===== config.mk =====
export PLATFORM = sky130hd
export DESIGN_NAME = seq_alu_flat
export DESIGN_NICKNAME = d
export VERILOG_FILES = /design/src/rtl/seq_alu_if.sv /design/src/rtl/seq_alu.sv /design/src/flat_wrapper.sv
export SDC_FILE = /design/constraint.sdc
export NUM_CORES = 1
export LEC_CHECK = 0
export BUFFER_PORTS_ARGS = -buffer_cell sky130_fd_sc_hd__buf_2
export CAP_MARGIN = 20
export CORE_UTILIZATION = 47
export CTS_CLUSTER_SIZE = 30
export DETAILED_ROUTE_END_ITERATION = 10
export PLACE_DENSITY = 0.61
export SYNTH_ARGS = -nofsm -noshare
export SYNTH_HDL_FRONTEND = slang
export SYNTH_SLANG_ARGS = --single-unit

===== constraint.sdc =====
create_clock -name clk -period 6.55 [get_ports clk]
set_clock_uncertainty 0.2 [all_clocks]
set_input_delay 0.655 -clock clk [delete_from_list [all_inputs] [get_ports clk]]
set_output_delay 0.655 -clock clk [all_outputs]
set_load 0.005 [all_outputs]

===== src/rtl/seq_alu_if.sv =====
// Request/result bundle for seq_alu. A request is taken when start is high in IDLE;
// res/flag_next are valid in the one cycle done is high and held until the next accepted start.
interface seq_alu_if #(
  parameter int WIDTH = 16
) ();
  logic             start;
  logic [4:0]       opsel;
  logic [WIDTH-1:0] srcA;
  logic [WIDTH-1:0] srcB;
  logic             Cflag;
  logic             Oflag;
  logic             busy;
  logic             done;
  logic [WIDTH-1:0] res;
  logic [3:0]       flag_next;
  logic [1:0]       state_dbg;

  modport master (
    output start, opsel, srcA, srcB, Cflag, Oflag,
    input  busy, done, res, flag_next, state_dbg
  );
  modport slave (
    input  start, opsel, srcA, srcB, Cflag, Oflag,
    output busy, done, res, flag_next, state_dbg
  );
endinterface


===== src/rtl/seq_alu.sv =====
// Sequential ALU: single-cycle arithmetic/logic, iterative MUL/DIV/MOD (one bit per cycle)
// and bit-serial shifts/rotates. Result and {ZF,NF,CF,OF} are registered on entry to DONE.
module seq_alu #(
  parameter int WIDTH = 16,
  parameter int SHW   = $clog2(WIDTH)
) (
  input logic      clk,
  input logic      rst,
  seq_alu_if.slave alu
);
  localparam int CW = SHW + 1;
  localparam logic [WIDTH-1:0] ONE = WIDTH'(1);

  localparam logic [4:0] OP_PASS = 5'd0,  OP_ADD = 5'd1,  OP_SUB = 5'd2,  OP_INC = 5'd3;
  localparam logic [4:0] OP_DEC  = 5'd4,  OP_AND = 5'd5,  OP_OR  = 5'd6,  OP_XOR = 5'd7;
  localparam logic [4:0] OP_NOT  = 5'd8,  OP_NEG = 5'd9,  OP_MUL = 5'd10, OP_DIV = 5'd11;
  localparam logic [4:0] OP_MOD  = 5'd12, OP_RSL = 5'd16, OP_LSL = 5'd17, OP_RSA = 5'd18;
  localparam logic [4:0] OP_LSA  = 5'd19, OP_ROR = 5'd20, OP_ROL = 5'd21, OP_RCR = 5'd22;
  localparam logic [4:0] OP_RCL  = 5'd23;

  typedef enum logic [1:0] {
    S_IDLE = 2'd0,
    S_EXEC = 2'd1,
    S_DONE = 2'd2
  } state_t;

  state_t           state_q;
  logic [CW-1:0]    cnt_q;
  logic [4:0]       op_q;
  logic [WIDTH-1:0] hi_q, lo_q, b_q;
  logic             c_q, of_q, chg_q;
  logic             busy_q, done_q;
  logic [WIDTH-1:0] res_q;
  logic [3:0]       flag_q;

  function automatic logic [3:0] pack_flags(input logic [WIDTH-1:0] r, input logic cf,
                                            input logic ovf);
    return {(r == '0), r[WIDTH-1], cf, ovf};
  endfunction

  // Operations that finish on the accepting edge, straight from the request inputs.
  logic [SHW-1:0]   k;
  logic [WIDTH-1:0] addend;
  logic [WIDTH:0]   add_w, sub_w;
  logic             is_multi;
  logic [WIDTH-1:0] sc_res;
  logic             sc_cf, sc_of;

  always_comb begin
    k        = alu.srcB[SHW-1:0];
    addend   = (alu.opsel == OP_INC || alu.opsel == OP_DEC) ? ONE : alu.srcB;
    add_w    = {1'b0, alu.srcA} + {1'b0, addend};
    sub_w    = {1'b0, alu.srcA} - {1'b0, addend};
    is_multi = 1'b0;
    sc_res   = '0;
    sc_cf    = alu.Cflag;
    sc_of    = alu.Oflag;
    case (alu.opsel)
      OP_PASS: sc_res = alu.srcB;
      OP_ADD, OP_INC: begin
        sc_res = add_w[WIDTH-1:0];
        sc_cf  = add_w[WIDTH];
        sc_of  = (alu.srcA[WIDTH-1] == addend[WIDTH-1]) &&
                 (add_w[WIDTH-1] != alu.srcA[WIDTH-1]);
      end
      OP_SUB, OP_DEC: begin
        sc_res = sub_w[WIDTH-1:0];
        sc_cf  = sub_w[WIDTH];
        sc_of  = (alu.srcA[WIDTH-1] != addend[WIDTH-1]) &&
                 (sub_w[WIDTH-1] != alu.srcA[WIDTH-1]);
      end
      OP_AND: sc_res = alu.srcA & alu.srcB;
      OP_OR:  sc_res = alu.srcA | alu.srcB;
      OP_XOR: sc_res = alu.srcA ^ alu.srcB;
      OP_NOT: sc_res = ~alu.srcA;
      OP_NEG: sc_res = '0 - alu.srcA;
      OP_MUL: is_multi = 1'b1;
      OP_DIV, OP_MOD: begin
        if (alu.srcB == '0) begin
          sc_res = (alu.opsel == OP_DIV) ? '1 : alu.srcA;
          sc_cf  = 1'b0;
          sc_of  = 1'b1;
        end else begin
          is_multi = 1'b1;
        end
      end
      OP_RSL, OP_LSL, OP_RSA, OP_LSA, OP_ROR, OP_ROL, OP_RCR, OP_RCL: begin
        if (k == '0) sc_res = alu.srcA;
        else         is_multi = 1'b1;
      end
      default: ;
    endcase
  end

  // One iteration step; lo_q is multiplier / dividend-quotient / shift value, hi_q is
  // the product high half or partial remainder, c_q is the carry ring bit.
  logic [WIDTH:0]   mac_w, rem_w, rsub_w;
  logic             q_bit;
  logic [WIDTH-1:0] hi_d, lo_d;
  logic             c_d, chg_d;
  logic [WIDTH-1:0] fin_res;
  logic             fin_cf, fin_of;

  always_comb begin
    mac_w  = {1'b0, hi_q} + (lo_q[0] ? {1'b0, b_q} : '0);
    rem_w  = {hi_q, lo_q[WIDTH-1]};
    rsub_w = rem_w - {1'b0, b_q};
    q_bit  = (rem_w >= {1'b0, b_q});
    hi_d   = hi_q;
    lo_d   = lo_q;
    c_d    = c_q;
    chg_d  = chg_q;
    case (op_q)
      OP_MUL: begin
        hi_d = mac_w[WIDTH:1];
        lo_d = {mac_w[0], lo_q[WIDTH-1:1]};
      end
      OP_DIV, OP_MOD: begin
        hi_d = q_bit ? rsub_w[WIDTH-1:0] : rem_w[WIDTH-1:0];
        lo_d = {lo_q[WIDTH-2:0], q_bit};
      end
      OP_RSL: begin c_d = lo_q[0];       lo_d = {1'b0, lo_q[WIDTH-1:1]}; end
      OP_RSA: begin c_d = lo_q[0];       lo_d = {lo_q[WIDTH-1], lo_q[WIDTH-1:1]}; end
      OP_ROR: begin c_d = lo_q[0];       lo_d = {lo_q[0], lo_q[WIDTH-1:1]}; end
      OP_ROL: begin c_d = lo_q[WIDTH-1]; lo_d = {lo_q[WIDTH-2:0], lo_q[WIDTH-1]}; end
      OP_RCR: begin c_d = lo_q[0];       lo_d = {c_q, lo_q[WIDTH-1:1]}; end
      OP_RCL: begin c_d = lo_q[WIDTH-1]; lo_d = {lo_q[WIDTH-2:0], c_q}; end
      OP_LSL, OP_LSA: begin
        c_d   = lo_q[WIDTH-1];
        lo_d  = {lo_q[WIDTH-2:0], 1'b0};
        chg_d = chg_q | (lo_q[WIDTH-1] ^ lo_q[WIDTH-2]);
      end
      default: ;
    endcase

    fin_res = lo_d;
    fin_cf  = c_d;
    fin_of  = (op_q == OP_LSA) ? chg_d : of_q;
    case (op_q)
      OP_MUL: begin fin_cf = |hi_d; fin_of = |hi_d; end
      OP_DIV: begin fin_cf = 1'b0;  fin_of = 1'b0;  end
      OP_MOD: begin fin_res = hi_d; fin_cf = 1'b0; fin_of = 1'b0; end
      default: ;
    endcase
  end

  always_ff @(posedge clk) begin
    if (!rst) begin
      state_q <= S_IDLE;
      cnt_q   <= '0;
      op_q    <= '0;
      hi_q    <= '0;
      lo_q    <= '0;
      b_q     <= '0;
      c_q     <= 1'b0;
      of_q    <= 1'b0;
      chg_q   <= 1'b0;
      busy_q  <= 1'b0;
      done_q  <= 1'b0;
      res_q   <= '0;
      flag_q  <= 4'b0000;
    end else begin
      done_q <= 1'b0;
      case (state_q)
        S_IDLE: begin
          if (alu.start) begin
            op_q   <= alu.opsel;
            hi_q   <= '0;
            lo_q   <= alu.srcA;
            b_q    <= alu.srcB;
            c_q    <= alu.Cflag;
            of_q   <= alu.Oflag;
            chg_q  <= 1'b0;
            busy_q <= 1'b1;
            if (is_multi) begin
              state_q <= S_EXEC;
              cnt_q   <= (alu.opsel == OP_MUL || alu.opsel == OP_DIV || alu.opsel == OP_MOD)
                         ? CW'(WIDTH) : {1'b0, k};
            end else begin
              state_q <= S_DONE;
              done_q  <= 1'b1;
              res_q   <= sc_res;
              flag_q  <= pack_flags(sc_res, sc_cf, sc_of);
            end
          end
        end
        S_EXEC: begin
          hi_q  <= hi_d;
          lo_q  <= lo_d;
          c_q   <= c_d;
          chg_q <= chg_d;
          cnt_q <= cnt_q - CW'(1);
          if (cnt_q == CW'(1)) begin
            state_q <= S_DONE;
            done_q  <= 1'b1;
            res_q   <= fin_res;
            flag_q  <= pack_flags(fin_res, fin_cf, fin_of);
          end
        end
        S_DONE: begin
          state_q <= S_IDLE;
          busy_q  <= 1'b0;
        end
        default: state_q <= S_IDLE;
      endcase
    end
  end

  assign alu.busy      = busy_q;
  assign alu.done      = done_q;
  assign alu.res       = res_q;
  assign alu.flag_next = flag_q;
  assign alu.state_dbg = state_q;
endmodule

===== src/flat_wrapper.sv =====
// flat-port wrapper written by rule: the top's interface ports become plain ports
module seq_alu_flat 
#(
  parameter int WIDTH = 16,
  parameter int SHW   = $clog2(WIDTH)
)
  (clk, rst, alu_start, alu_opsel, alu_srcA, alu_srcB, alu_Cflag, alu_Oflag, alu_busy, alu_done, alu_res, alu_flag_next, alu_state_dbg);
  seq_alu_if #(.WIDTH(WIDTH)) alu_i ();
  input logic clk;
  input logic rst;
  input wire logic [$bits(alu_i.start)-1:0] alu_start;
  input wire logic [$bits(alu_i.opsel)-1:0] alu_opsel;
  input wire logic [$bits(alu_i.srcA)-1:0] alu_srcA;
  input wire logic [$bits(alu_i.srcB)-1:0] alu_srcB;
  input wire logic [$bits(alu_i.Cflag)-1:0] alu_Cflag;
  input wire logic [$bits(alu_i.Oflag)-1:0] alu_Oflag;
  output wire logic [$bits(alu_i.busy)-1:0] alu_busy;
  output wire logic [$bits(alu_i.done)-1:0] alu_done;
  output wire logic [$bits(alu_i.res)-1:0] alu_res;
  output wire logic [$bits(alu_i.flag_next)-1:0] alu_flag_next;
  output wire logic [$bits(alu_i.state_dbg)-1:0] alu_state_dbg;
  assign alu_i.start = alu_start;
  assign alu_i.opsel = alu_opsel;
  assign alu_i.srcA = alu_srcA;
  assign alu_i.srcB = alu_srcB;
  assign alu_i.Cflag = alu_Cflag;
  assign alu_i.Oflag = alu_Oflag;
  assign alu_busy = alu_i.busy;
  assign alu_done = alu_i.done;
  assign alu_res = alu_i.res;
  assign alu_flag_next = alu_i.flag_next;
  assign alu_state_dbg = alu_i.state_dbg;
  seq_alu #(.WIDTH(WIDTH), .SHW(SHW)) u_core (.clk(clk), .rst(rst), .alu(alu_i));
endmodule

==> metrics.txt <==
outcome=complete, no violations; Mapped Cells=roughly 1400; WHS Path Cells=2; worst slew pin tran=0.953 ns; Worst Path Required=6.61 ns; leakage power=between 4 and 5 nW; Die Y=between 100 and 150 µm; met1 usage=around 48%; clock latency on the worst-skew pair=between 0.3 and 0.4 ns; IO Port Bufs=65; clk slew on worst S/H paths=~0.060 ns; pre-CTS setup slack=about 1.1 ns; RSZ-0062 raised after global routing=false; Synth warnings=0; RD Place Congestion=approximately 0.99; Async S/R FF share, synth=0%; Stages on worst setup path=17; Worst setup SP type=primary input; placed cell count=1691; CTS H-Tree Depth=3; hold buffer count at cts=0; DR iter-0 viols=between 1000 and 1500; DP HPWL=29.7 mm; Detailed Routing Iterations Pass 1=6; Final TNS setup=0 ns; CTS Buf Count=9; Max Fclk=just under 0.2 GHz; antenna violations before repair=2; Nets=approximately 1600; post-CTS sizing=0; Peak supply drop=0.119 mV; critical path's top delay family=simple AND/OR/NAND/NOR gates; CTS root buffer=clkbuf_16; footprint of the multi-input gates=~7500 µm²; Netlist Area Pre-Place=~10000 µm²; GRT busiest layer=met2; worst-path fanout max=20; Sink Count=84; Total Power=approximately 0.0017 W; Core Rows=53; min Tclk post-route=5.20 ns; Synthesized Nets=1573; DRC errors left=0; Routed Antenna Nets=0; Hold/Removal Path Class=flop to flop; largest area contributor in the netlist=dfxtp_1; DR WL/cell=22.7 µm; number of vias per cell=6.61; crit path buf inv count=2; Overall Global Routing Usage=around a third; relative slew slack=approximately 36%; total grt overflow=0; Post-synth EDFFs=0; top-count cell post-synth=nand2_1; Synth Flop Type=dfxtp_1; fin crit share=79.4%; R2R depth=13; Synth area leaders=dfxtp_1 17%, ha_1 13%, nand2_1 6.4%, nor2_1 5.6%, a21oi_1 5.5%; max_cap viols=0; Max stage delay on crit path=approximately 0.57 ns; Yosys cell types=96; Yosys top cell area share=roughly 17%; met3 GRT Util=approximately 5.3%; Initial Util=approximately 48%; final worst slack=around 1.3 ns; Setup Fix Bufs, Post-CTS=0; register area=1680 µm²; Hold Worst Slack=between 0.2 and 0.3 ns; Crit. End Element=flop; first-pass GRT wire length=roughly 60 mm; pin count of the biggest net entering global routing=64; Cell Chain, Critical Path=buf_2 > or3b_2 > a211o_1 > nand2_1 > ha_1 > inv_1 > fa_1 > o21ba_2 > nor4_1 > or3_1 > a21oi_1 > o41ai_1 > mux2i_1 > nor3_1 > and4_1 > a31oi_1 > o31ai_1; Die W=around 150 µm; number of global-route vias before repair=~10000; slowest CP cell=or3b_2; layout cell share with drive strength beyond 1=under 10%; final-report hold violation count=0; Area Overhead vs Synth=6.24%; met2 Use GR=a little under three fifths; final setup fails=0; fin. max-slew vios=0; #FFs+latches synth=84; reg2reg setup slack=1.99 ns; via count=approximately 11000; mean area per synthesized cell=7.08 µm²; crit path DAT=approximately 5.3 ns; WS Path Type=primary input to flop; fill count=around 2200; synth cell count leaders=172 x nand2_1, 151 x nor2_1, 110 x a21oi_1, 110 x inv_1, 104 x ha_1; Max Buffers Root-to-Sink=2; power density over the cells=162 nW/µm²; Core Area=between 20000 and 25000 µm²; CTS tree=done; sequential area share after synthesis=between 10% and 20%; die area=22000 µm²; Non-Filler Instances=~1700; IO Count=66; Routed WL=between 30 and 40 mm
[metal layers]
metal | wire [µm] | vias to the layer above
met5 | 11 | -
met3 | 3570 | 78
li1 | - | 5253
met4 | 1140 | 2
met2 | 17400 | 636
met1 | 16600 | 5307
[state kept, by name (all words and copies together), names as in the netlist, 2 cells and up]
name	cells
u_core.alu.state_dbg	2
u_core.lo_q	16
u_core.op_q	5
u_core.alu.flag_next	4
u_core.b_q	16
u_core.cnt_q	5
u_core.hi_q	16
u_core.alu.res	15
[stage by stage]
stage | instance area [µm²] | util [%]
CTS | 10700 | 50.9
global route | 10700 | 50.9
finish | 10700 | 50.9
global placement | 10400 | 49.6
detailed placement | 10400 | 49.6
floorplan | 10100 | -
[layout make-up]
type | instances | share of cell area (%)
multi-input cells | 1141 | 70.5
flip-flops and latches | 84 | 15.7
repair buffers | 79 | 4.02
inverters | 112 | 3.93
well taps | 275 | 3.22
clock buffers | 9 | 2.11
clock inverters | 6 | 0.456
diodes | 1 | 0.0234
[layout by cell type, fill, tap and decap left out, types with 10 or more instances in the layout]
cell      Yosys  final
a222oi_1     14     14
nand2_1     172    171
nor3_1       35     35
and2_1       11     11
xnor2_1      20     20
nand3_1      32     32
xor2_1       10     10
dfxtp_1      84     84
a31oi_1      21     21
inv_1       110    110
o32ai_1      10     10
a21oi_1     110    110
a22oi_1      16     16
o211ai_1     26     26
a311oi_1     11     11
mux2i_1      12     12
ha_1        104    104
o21a_1       13     13
nand4_1      15     15
nand2b_1     18     18
a221oi_1     27     27
a21o_1       15     15
a211oi_1     26     26
nor4_1       21     21
o21ai_0      67     67
nor2b_1      12     11
or3_1        11     11
buf_4         1     14
buf_2         7     65
nor2_1      151    151
[report_power, final]
group | internal, W | leakage [nW] | switching, W
clock | 0.000258 | 0.125 | 0.000231
sequential | 0.000545 | 0.687 | 0.0000366
combinational | 0.000232 | 3.70 | 0.000431
[logic make-up (layout without fill, tap and decap cells)]
kind of cell / count (synthesis) / in the layout / share of synthesized area, %
AND/OR/NAND/NOR: 528 / 528 / 24.7
AO/OA/AOI/OAI: 459 / 459 / 32.2
buffers and inverters: 198 / 206 / 8.42
adder cells (fa/ha/maj): 109 / 109 / 13.8
flip-flops: 84 / 84 / 16.7
XOR/XNOR: 30 / 30 / 2.61
multiplexers: 15 / 15 / 1.53
other: 0 / 1 / 0
[worst min-delay path, delay by kind of cell, from the launching register on]
| kind | cells | cell delay (ns) |
|---|---|---|
| compound gates | 1 | 0.05 |
| simple gates | 1 | 0.05 |
| flops | 1 | 0.31 |
[final timing paths]
check,endpoint,startpoint
max,u_core.alu.flag_next[3],alu_opsel[0]
min,u_core.alu.res[0],u_core.alu.res[0]
max reg2reg,u_core.alu.flag_next[0],u_core.lo_q[0]
min reg2reg,u_core.alu.res[0],u_core.alu.res[0]
(Power assumes the default switching activity.)
